--- config.mk ---
export PLATFORM = sky130hd
export DESIGN_NAME = arbitro_turnos_flat
export DESIGN_NICKNAME = d
export VERILOG_FILES = /design/src/rtl/arbitro_turnos_pkg.sv /design/src/rtl/arbitro_turnos_if.sv /design/src/rtl/arbitro_turnos_contador.sv /design/src/rtl/arbitro_turnos.sv /design/src/flat_wrapper.sv
export SDC_FILE = /design/constraint.sdc
export NUM_CORES = 1
export LEC_CHECK = 0
export CAP_MARGIN = 20
export CORE_AREA = 2 2 77 57
export DETAILED_ROUTE_END_ITERATION = 16
export DIE_AREA = 0 0 79 59
export HOLD_SLACK_MARGIN = 0.02
export PLACE_DENSITY = 0.5
export SLEW_MARGIN = 20
export SYNTH_ARGS = -nofsm -noshare
export SYNTH_HDL_FRONTEND = slang
export SYNTH_SLANG_ARGS = --single-unit
--- constraint.sdc ---
create_clock -name clk -period 2.1 [get_ports clk]
set_input_delay 0.42 -clock clk [delete_from_list [all_inputs] [get_ports clk]]
set_output_delay 0.42 -clock clk [all_outputs]
set_load 0.005 [all_outputs]
--- src/rtl/arbitro_turnos_pkg.sv ---
// Shared types and constants for the round-robin time-slice arbiter.
// No logic; imported by the interface, counter and top.
package arbitro_pkg;

    typedef enum logic [1:0] {
        IDLE    = 2'd0,
        GRANT   = 2'd1,
        RELEASE = 2'd2
    } estado_t;

    localparam int N_REQ_MAX = 4;
    localparam int CNT_W     = 3;

    // Wraps an index sum (always below 2*n) back into 0..n-1 without a divider.
    function automatic logic [1:0] wrap_idx(input int v, input int n);
        if (v >= n) begin
            return 2'(v - n);
        end
        return 2'(v);
    endfunction

endpackage

--- src/rtl/arbitro_turnos_if.sv ---
// Requester-side bundle for arbitro_turnos: request/done/tick in, grant/status out.
// Pure wiring; all timing is set by the arbiter registers.
interface arbitro_turnos_if #(
    parameter int N_REQ = 4
);
    import arbitro_pkg::*;

    logic [N_REQ-1:0] req;
    logic [N_REQ-1:0] done;
    logic             tick;
    logic [N_REQ-1:0] gnt;
    logic             busy;
    logic [CNT_W-1:0] count;
    logic             expire;

    modport master (
        output req, done, tick,
        input  gnt, busy, count, expire
    );

    modport slave (
        input  req, done, tick,
        output gnt, busy, count, expire
    );

endinterface

--- src/rtl/arbitro_turnos_contador.sv ---
// 3-bit up counter built from toggle/carry stages; clr beats en; one-cycle update.
// No backpressure: counts whenever en is high and clr is low.
module contador_turno
    import arbitro_pkg::*;
(
    input  logic             clk,
    input  logic             rst,
    input  logic             clr,
    input  logic             en,
    output logic [CNT_W-1:0] count
);

    logic [CNT_W-1:0] count_q;
    logic [CNT_W-1:0] count_d;
    logic             t0;
    logic             t1;
    logic             t2;

    // Each stage toggles when every lower bit is set and counting is enabled.
    assign t0 = en;
    assign t1 = t0 & count_q[0];
    assign t2 = t1 & count_q[1];

    always_comb begin
        count_d = count_q;
        if (clr) begin
            count_d = '0;
        end else begin
            count_d[0] = count_q[0] ^ t0;
            count_d[1] = count_q[1] ^ t1;
            count_d[2] = count_q[2] ^ t2;
        end
    end

    always_ff @(posedge clk) begin
        if (!rst) begin
            count_q <= '0;
        end else begin
            count_q <= count_d;
        end
    end

    assign count = count_q;

endmodule

--- src/rtl/arbitro_turnos.sv ---
// Round-robin arbiter for one shared time-slice counter; grant one cycle after req, released grant idles 2 cycles.
// Requesters hold req level until granted; grant ends on done, req drop, or slice exhaustion.
module arbitro_turnos
    import arbitro_pkg::*;
#(
    parameter int               N_REQ = 4,
    parameter logic [CNT_W-1:0] SLICE = 3'd5
) (
    input  logic            clk,
    input  logic            rst,
    arbitro_turnos_if.slave bus
);

    if (SLICE == '0) begin : g_bad_slice
        $error("arbitro_turnos: SLICE must be in 1..7");
    end
    if (N_REQ < 2 || N_REQ > N_REQ_MAX) begin : g_bad_nreq
        $error("arbitro_turnos: N_REQ must be in 2..4");
    end

    estado_t          state_q;
    estado_t          state_d;
    logic [N_REQ-1:0] gnt_q;
    logic [N_REQ-1:0] gnt_d;
    logic [1:0]       ptr_q;
    logic [1:0]       ptr_d;
    logic [1:0]       g_q;
    logic [1:0]       g_d;
    logic             busy_q;
    logic             busy_d;
    logic             expire_q;
    logic             expire_d;

    logic [N_REQ-1:0] req_rot;
    logic [1:0]       off;
    logic [1:0]       win_idx;
    logic             any_req;

    logic             req_g;
    logic             done_g;
    logic             rel_done;
    logic             rel_drop;
    logic             rel_slice;
    logic             release_now;

    logic             cnt_clr;
    logic [CNT_W-1:0] count;

    // Rotate so ptr sits at bit 0, take the lowest set bit, then map back.
    always_comb begin
        req_rot = '0;
        off     = '0;
        for (int i = 0; i < N_REQ; i++) begin
            req_rot[i] = bus.req[wrap_idx(int'(ptr_q) + i, N_REQ)];
        end
        for (int i = N_REQ - 1; i >= 0; i--) begin
            if (req_rot[i]) begin
                off = 2'(i);
            end
        end
        any_req = |req_rot;
        win_idx = wrap_idx(int'(ptr_q) + int'(off), N_REQ);
    end

    always_comb begin
        req_g  = 1'b0;
        done_g = 1'b0;
        for (int i = 0; i < N_REQ; i++) begin
            if (g_q == 2'(i)) begin
                req_g  = bus.req[i];
                done_g = bus.done[i];
            end
        end
    end

    assign rel_done    = done_g;
    assign rel_drop    = ~req_g;
    assign rel_slice   = bus.tick && (count == (SLICE - 3'd1));
    assign release_now = rel_done | rel_drop | rel_slice;

    always_comb begin
        state_d  = state_q;
        gnt_d    = gnt_q;
        ptr_d    = ptr_q;
        g_d      = g_q;
        expire_d = 1'b0;
        cnt_clr  = 1'b1;
        unique case (state_q)
            IDLE: begin
                gnt_d = '0;
                if (any_req) begin
                    state_d = GRANT;
                    g_d     = win_idx;
                    gnt_d   = {{(N_REQ-1){1'b0}}, 1'b1} << win_idx;
                end
            end
            GRANT: begin
                cnt_clr = release_now;
                if (release_now) begin
                    state_d  = RELEASE;
                    gnt_d    = '0;
                    ptr_d    = wrap_idx(int'(g_q) + 1, N_REQ);
                    // Early release by done or req drop is not reported as expiry.
                    expire_d = rel_slice & ~rel_done & ~rel_drop;
                end
            end
            RELEASE: begin
                gnt_d   = '0;
                state_d = IDLE;
            end
            default: begin
                gnt_d   = '0;
                state_d = IDLE;
            end
        endcase
        busy_d = (state_d == GRANT);
    end

    always_ff @(posedge clk) begin
        if (!rst) begin
            state_q  <= IDLE;
            gnt_q    <= '0;
            ptr_q    <= '0;
            g_q      <= '0;
            busy_q   <= 1'b0;
            expire_q <= 1'b0;
        end else begin
            state_q  <= state_d;
            gnt_q    <= gnt_d;
            ptr_q    <= ptr_d;
            g_q      <= g_d;
            busy_q   <= busy_d;
            expire_q <= expire_d;
        end
    end

    contador_turno u_contador (
        .clk   (clk),
        .rst   (rst),
        .clr   (cnt_clr),
        .en    (bus.tick),
        .count (count)
    );

    assign bus.gnt    = gnt_q;
    assign bus.busy   = busy_q;
    assign bus.count  = count;
    assign bus.expire = expire_q;

endmodule
--- src/flat_wrapper.sv ---
// flat-port wrapper written by rule: the top's interface ports become plain ports
module arbitro_turnos_flat import arbitro_pkg::*;
#(
    parameter int               N_REQ = 4,
    parameter logic [CNT_W-1:0] SLICE = 3'd5
)
  (clk, rst, bus_req, bus_done, bus_tick, bus_gnt, bus_busy, bus_count, bus_expire);
  arbitro_turnos_if #(.N_REQ(N_REQ)) bus_i ();
  input  logic clk;
  input  logic rst;
  input wire logic [$bits(bus_i.req)-1:0] bus_req;
  input wire logic [$bits(bus_i.done)-1:0] bus_done;
  input wire logic [$bits(bus_i.tick)-1:0] bus_tick;
  output wire logic [$bits(bus_i.gnt)-1:0] bus_gnt;
  output wire logic [$bits(bus_i.busy)-1:0] bus_busy;
  output wire logic [$bits(bus_i.count)-1:0] bus_count;
  output wire logic [$bits(bus_i.expire)-1:0] bus_expire;
  assign bus_i.req = bus_req;
  assign bus_i.done = bus_done;
  assign bus_i.tick = bus_tick;
  assign bus_gnt = bus_i.gnt;
  assign bus_busy = bus_i.busy;
  assign bus_count = bus_i.count;
  assign bus_expire = bus_i.expire;
  arbitro_turnos #(.N_REQ(N_REQ), .SLICE(SLICE)) u_core (.clk(clk), .rst(rst), .bus(bus_i));
endmodule
Yosys cells after proc, flatten, opt, wreduce, memory -nomap -nowiden

Cells that the tools add are included.

Add/subtract/negate cells: 11
Order comparisons: 10
Eq/ne operators: 7
Shift-type cells: 1
Mux-type cells: 47
Bitwise gates (word level): 12
Reduce and logical (&&, ||, !) cells: 8

Operator list:

| cell                | number |
|---|---|
| $mux 2              | 18 |
| $mux 1              | 21 |
| $ge 3x3->1 const B  | 5 |
| $lt 2x3->1 const B  | 4 |
| $sub 2x1->2 const B | 6 |
| $bmux 1 s2          | 4 |
| $mux 4              | 2 |
| $pmux 4 s2          | 1 |
| $add 2x1->3 const B | 2 |
| $add 2x2->3 const B | 2 |
| $eq 2x1->1 const B  | 3 |
| $and 1x1->1         | 4 |
| $eq 2x2->1 const B  | 2 |
| $logic_not 2->1     | 2 |
| $pmux 2 s2          | 1 |
| $reduce_and 2->1    | 2 |
| $reduce_or 4->1     | 1 |
| $shl 1x2->4 const A | 1 |
| $add 2x2->3         | 1 |
| $eq 3x3->1 const B  | 1 |
| $ge 2x3->1 const B  | 1 |
| $not 1->1           | 3 |
| $reduce_and 3->1    | 1 |
| $xor 1x1->1         | 3 |
| 4 further kinds     | 5 |

Bits in registers: 15
Input port bits: 11
Output and inout bits: 9

Depth between registers and ports, before layout

Word-level depth: 17
Depth in mapped cells: 11
Depth with buffers taken out: 10

Cells and area by module

From an unflattened synthesis, not the netlist that was laid out.

Cell total of the unflattened synthesis: 117
Area total of the unflattened synthesis: 1044.8 um^2

By module, submodules not included:

| module         | instances | cells each | area each (um^2) | seq. area each (um^2) |
|---|---|---|---|---|
| arbitro_turnos | 1         | 108        | 920.9            | 240.2 |
| contador_turno | 1         | 9          | 123.9            | 60.1 |

Worst setup path before layout

No wires, ideal clock.

Kind: flip-flop to flip-flop
Start point: register u_core.ptr_q[0]
End point: register u_core.gnt_q[2] (netlist: u_core.bus.gnt[2])
Setup time: 62 ps
Data arrival time: 1958 ps
Required time: 2038 ps
Path slack: 80 ps
Cell stages (with the launch flop): 11
Buffers on the path: 1
Path through: dfxtp_1 > clkbuf_1 > nor2_1 > a211oi_1 > a31oi_1 > a211o_1 > ha_1 > nand4b_1 > nor2_1 > o21ai_0 > nand3_1

Longest elaborated chain between the ends: 17

Ends and longest elaborated chain:

| item                                      | line                                               | RTL |
|---|---|---|
| start, declared                           | arbitro_turnos.sv:25                               | `logic [1:0] ptr_q;` |
| start signal, assigned                    | arbitro_turnos.sv:130                              | `ptr_q <= ptr_d;` |
| $add 2x2->3                               | arbitro_turnos.sv:54                               | `req_rot[i] = bus.req[wrap_idx(int'(ptr_q) + i, N_REQ)];` |
| $ge 3x3->1 or $sub 2x1->2 (tied branches) | arbitro_turnos_pkg.sv:16, arbitro_turnos_pkg.sv:17 |  |
| $mux 1 or $mux 2 (tied branches)          | arbitro_turnos_pkg.sv:16                           | `if (v >= n) begin` |
| $mux 2                                    | arbitro_turnos_pkg.sv:19                           | `return 2'(v);` |
| $bmux 1 s2                                | arbitro_turnos.sv:54                               |  |
| $mux 1 (not written as such)              | arbitro_turnos.sv:54                               |  |
| $mux 2 (4 in series)                      | arbitro_turnos.sv:57                               | `if (req_rot[i]) begin` |
| $add 2x2->3 (*)                           | arbitro_turnos.sv:62                               | `win_idx = wrap_idx(int'(ptr_q) + int'(off), N_REQ);` |
| $ge 3x3->1 or $sub 2x1->2 (tied branches) | arbitro_turnos_pkg.sv:16, arbitro_turnos_pkg.sv:17 |  |
| $mux 1 or $mux 2 (tied branches)          | arbitro_turnos_pkg.sv:16                           |  |
| $mux 2 (*)                                | arbitro_turnos_pkg.sv:19                           |  |
| via u_core.win_idx[0]                     | arbitro_turnos.sv:36                               | `logic [1:0] win_idx;` |
| $shl 1x2->4 (*)                           | arbitro_turnos.sv:94                               | `gnt_d = {{(N_REQ-1){1'b0}}, 1'b1} << win_idx;` |
| $mux 4 (*)                                | arbitro_turnos.sv:91                               | `if (any_req) begin` |
| $pmux 4 s2 (*)                            | arbitro_turnos.sv:88                               | `unique case (state_q)` |
| end signal, assigned                      | arbitro_turnos.sv:129                              | `gnt_q <= gnt_d;` |
| end, declared                             | arbitro_turnos.sv:23                               | `logic [N_REQ-1:0] gnt_q;` |

Mark *: on every way through the listed nets, which the timed path passes. The rest lies on a longest branch. The select of a mux whose other input is x is not followed.
A chain may end at the register's enable or synchronous reset.

Worst setup path after layout

Start point: input port bus_req[1]
End point: register u_core.gnt_q[0] (netlist: u_core.bus.gnt[0])

Longest elaborated chain between the ends: 13

Ends and longest elaborated chain:

| item                                      | line                                               | RTL |
|---|---|---|
| start, declared                           | flat_wrapper.sv:11                                 | `input wire logic [$bits(bus_i.req)-1:0] bus_req;` |
| $bmux 1 s2                                | arbitro_turnos.sv:54                               |  |
| $mux 1 (not written as such)              | arbitro_turnos.sv:54                               |  |
| $mux 2 (3 in series)                      | arbitro_turnos.sv:57                               |  |
| $mux 2 (*)                                | arbitro_turnos.sv:57                               |  |
| $add 2x2->3 (*)                           | arbitro_turnos.sv:62                               |  |
| $ge 3x3->1 or $sub 2x1->2 (tied branches) | arbitro_turnos_pkg.sv:16, arbitro_turnos_pkg.sv:17 |  |
| $mux 1 or $mux 2 (tied branches)          | arbitro_turnos_pkg.sv:16                           |  |
| $mux 2 (*)                                | arbitro_turnos_pkg.sv:19                           |  |
| via u_core.win_idx[0]                     | arbitro_turnos.sv:36                               |  |
| $shl 1x2->4 (*)                           | arbitro_turnos.sv:94                               |  |
| $mux 4 (*)                                | arbitro_turnos.sv:91                               |  |
| $pmux 4 s2 (*)                            | arbitro_turnos.sv:88                               |  |

Marked as above.

==> impl_metrics.toml <==
[outcome]
status = "completed"

[sta]
fin_crit_ps = 1970
report.final.slew_viol_count = 0
grt_setup_unrepaired = "false"
slew_headroom = 0.757
hold_viol_final = 0
fmax_mhz = 509
finalCritPeriodShare = 0.936
worst_slew_pin_slew_ps = 364
finalSetupViolations = 0
tns_ps = 0
clock_skew_ps = 3.24

[placement]
io_buffers = 19
place.gp.congestion = 0.776
dpl.hpwl_um = 1770

[global_route]
grt_max_degree = 11
grt_use_total = 0.103
grt_antenna_before_repair = 0
grt_pass1_wl_um = 3820
first_global_vias = 848
grt-ovfl-total = 0

[min_path]
hold_path_class = "flop to flop"

[synth]
ys_types = 42
synth-edff-count = 0
yosys_warnings = 0
syn_area_per_cell_um2 = 8.45
seq_area_frac_synth = 0.307
ys_seq_elements = 15
ys.flop_type = "dfxtp_1"
synthesis.area_um2 = 980
async_flop_share = 0
synth_nets = 134
syn-instance-count = 116

[drt]
num_vias = 937
viasPerCell = 4.73
routedLengthMet1_um = 1220
routed.top_layer = "met3"
wl_per_cell_um = 11.5
dr_wl_met2_um = 904
drt_wl_total_um = 2270
drc = 0
ant_nets = 0
met3WireLength_um = 150
dr.pass1.iters = 4
drt_iter0_drc = 42

[clock_tree]
clkLatencyLatePin_ps = 240
cts_tree = "yes"
clockBufferDepth = 2
cts-root-buf = "clkbuf_8"
cts_inserted_buffers = 3
holdBufCountCts = 0
htreeDepth = 1
path_clk_slew_ps = 60
cts_sinks = 15

[critical_path]
worst_ep_arrival_time_ps = 2150
cp.required_ps = 2290
regToRegSetupSlack_ps = 200
crit_path_end_kind = "flop"
worst-path-max-fanout = 5
crit_path_start_kind = "input port"
setup.worst_path.class = "input port to flop"

[floorplanning]
fp.dieW_um = 79
die-area_um2 = 4660
start_util = 0.254
die_h_um = 59
fp-row-count = 19
core_region_area_um2 = 3850
io_pins = 20

[layout]
diodes = 0
multi_input_area_um2 = 664
syn2layout_area_growth_pct = 41.5
register_area_um2 = 300
fill_cells = 417
final_core_util = 0.360
layout.nets = 165
drive_above_1_share = 0.212

[power_and_ir_drop]
p_int_mw = 0.885
p_total_mw = 1.43
power.share.clock = 0.162
p_sw_mw = 0.547
peakVddDrop_v = 0.000486
p_leak_nw = 0.584
powerDensity_nw_per_um2 = 1030
swShare = 0.382
pwr-share-comb = 0.524
seq_power_share = 0.314

[flow_run]
cap_violations = 0
synth_stat cells (all sizes together), types with 2 or more instances:
cell	n	share of area
dfxtp	15	0.31
nand3	11	0.056
nor2	10	0.038
nand2	9	0.034
o21ai	8	0.041
ha	7	0.089
inv	5	0.019
a31oi	4	0.026
and2	4	0.028
a21o	3	0.023
buf	3	0.022
mux2i	3	0.031
a21oi	2	0.010
a311oi	2	0.031
clkbuf	2	0.0077
nand2b	2	0.013
nand3b	2	0.015
nor2b	2	0.015
nor4	2	0.013
o211ai	2	0.015
xor2	2	0.018
power groups by stage:
stage | sequential [mW] | clock (mW) | combinational [mW]
after floorplan | 0.422 | 0 | 0.511
after global placement | 0.451 | 0 | 0.702
after detailed placement | 0.451 | 0 | 0.699
after CTS | 0.446 | 0.240 | 0.729
after global routing | 0.465 | 0.260 | 0.840
final | 0.449 | 0.231 | 0.751
critical path, stage by stage:
cell and delay, ps:
dlygate4sd2_1 290, nor3_1 70, a211oi_1 210, a31oi_1 60, a211o_1 320, ha_4 230
nand4b_1 220, nor2_2 150, nand3_1 90, nand3_1 90
kinds of logic (layout without fill, tap and decap cells):
| kind of cell | count (synthesis) | in the layout | synth area share |
|---|---|---|---|
| muxes | 3 | 3 | 0.0307 |
| AOI/OAI and AO/OA | 28 | 28 | 0.206 |
| adders and majority gates | 7 | 7 | 0.0894 |
| xor gates and xnor gates | 3 | 3 | 0.0268 |
| and+or+nand+nor | 50 | 50 | 0.292 |
| DFF | 15 | 15 | 0.307 |
| buffers and inverters | 10 | 40 | 0.0485 |
worst paths after layout:
path	cells past startpoint	from	to
worst min register to register	2	u_core.bus.gnt[1]	u_core.bus.gnt[1]
worst max register to register	9	u_core.ptr_q[0]	u_core.bus.gnt[0]
worst max-delay path	10	bus_req[1]	u_core.bus.gnt[0]
worst min-delay path	2	u_core.bus.gnt[1]	u_core.bus.gnt[1]
routing by layer:
layer	up-vias	global-route usage
met1	424	0.152
met3	0	0.0335
li1	483	-
met2	30	0.155
met4	0	0.00739
met5	-	0
placed cells by master (no fill, tap or decap), types with 2 or more instances in the layout:
| cell type | netlist | layout |
|---|---|---|
| a21oi_1 | 2 | 2 |
| o211ai_1 | 2 | 2 |
| buf_6 | 1 | 2 |
| nor2_2 | 0 | 2 |
| and2_1 | 3 | 3 |
| mux2i_1 | 3 | 3 |
| buf_4 | 0 | 10 |
| inv_1 | 4 | 3 |
| nand3b_1 | 2 | 2 |
| a311oi_2 | 2 | 2 |
| nor2_1 | 10 | 8 |
| o21ai_1 | 3 | 3 |
| nand2b_1 | 2 | 2 |
| clkbuf_8 | 0 | 3 |
| a31oi_1 | 4 | 4 |
| a21o_1 | 3 | 3 |
| nor4_1 | 2 | 2 |
| dfxtp_1 | 15 | 15 |
| nand3_1 | 11 | 11 |
| dlymetal6s2s_1 | 0 | 2 |
| clkdlybuf4s50_1 | 0 | 15 |
| o21ai_0 | 5 | 5 |
| nand2_1 | 9 | 9 |
| inv_2 | 1 | 2 |
| ha_1 | 7 | 6 |
repair_timing:
| action | 4_1_cts | 5_1_grt |
|---|---|---|
| buffers inserted | 0 | 1 |
| resized for setup | 6 | 7 |
| endpoints found under the setup margin | 5 | 5 |
| pin swaps | 4 | 5 |
through the flow:
stage | worst slack, ps | std cells | cell area (um^2) | hold slack [ps]
floorplan | 80.2 | 116 | 980 | 463
global placement | -375 | 193 | 1290 | 459
detailed placement | -379 | 193 | 1290 | 457
CTS | 51.8 | 197 | 1350 | 480
global route | 6.46 | 198 | 1390 | 515
finish | 134 | 198 | 1390 | 476
registers in the layout, summed over array words and instances (netlist names):
name and count:
u_core.bus.busy 1, u_core.ptr_q 2, u_core.u_contador.count 3, u_core.bus.gnt 4, u_core.state_q 2, u_core.g_q 2, u_core.bus.expire 1
final cells by class:
class	instances	area share
Tap cell	52	0.0469
Clock buffer	3	0.0298
Timing Repair Buffer	31	0.210
Sequential cell	15	0.217
Inverter	5	0.0135
Clock inverter	1	0.00361
Multi-Input combinational cell	91	0.479
Note: power is estimated with default switching activity, not from simulation.
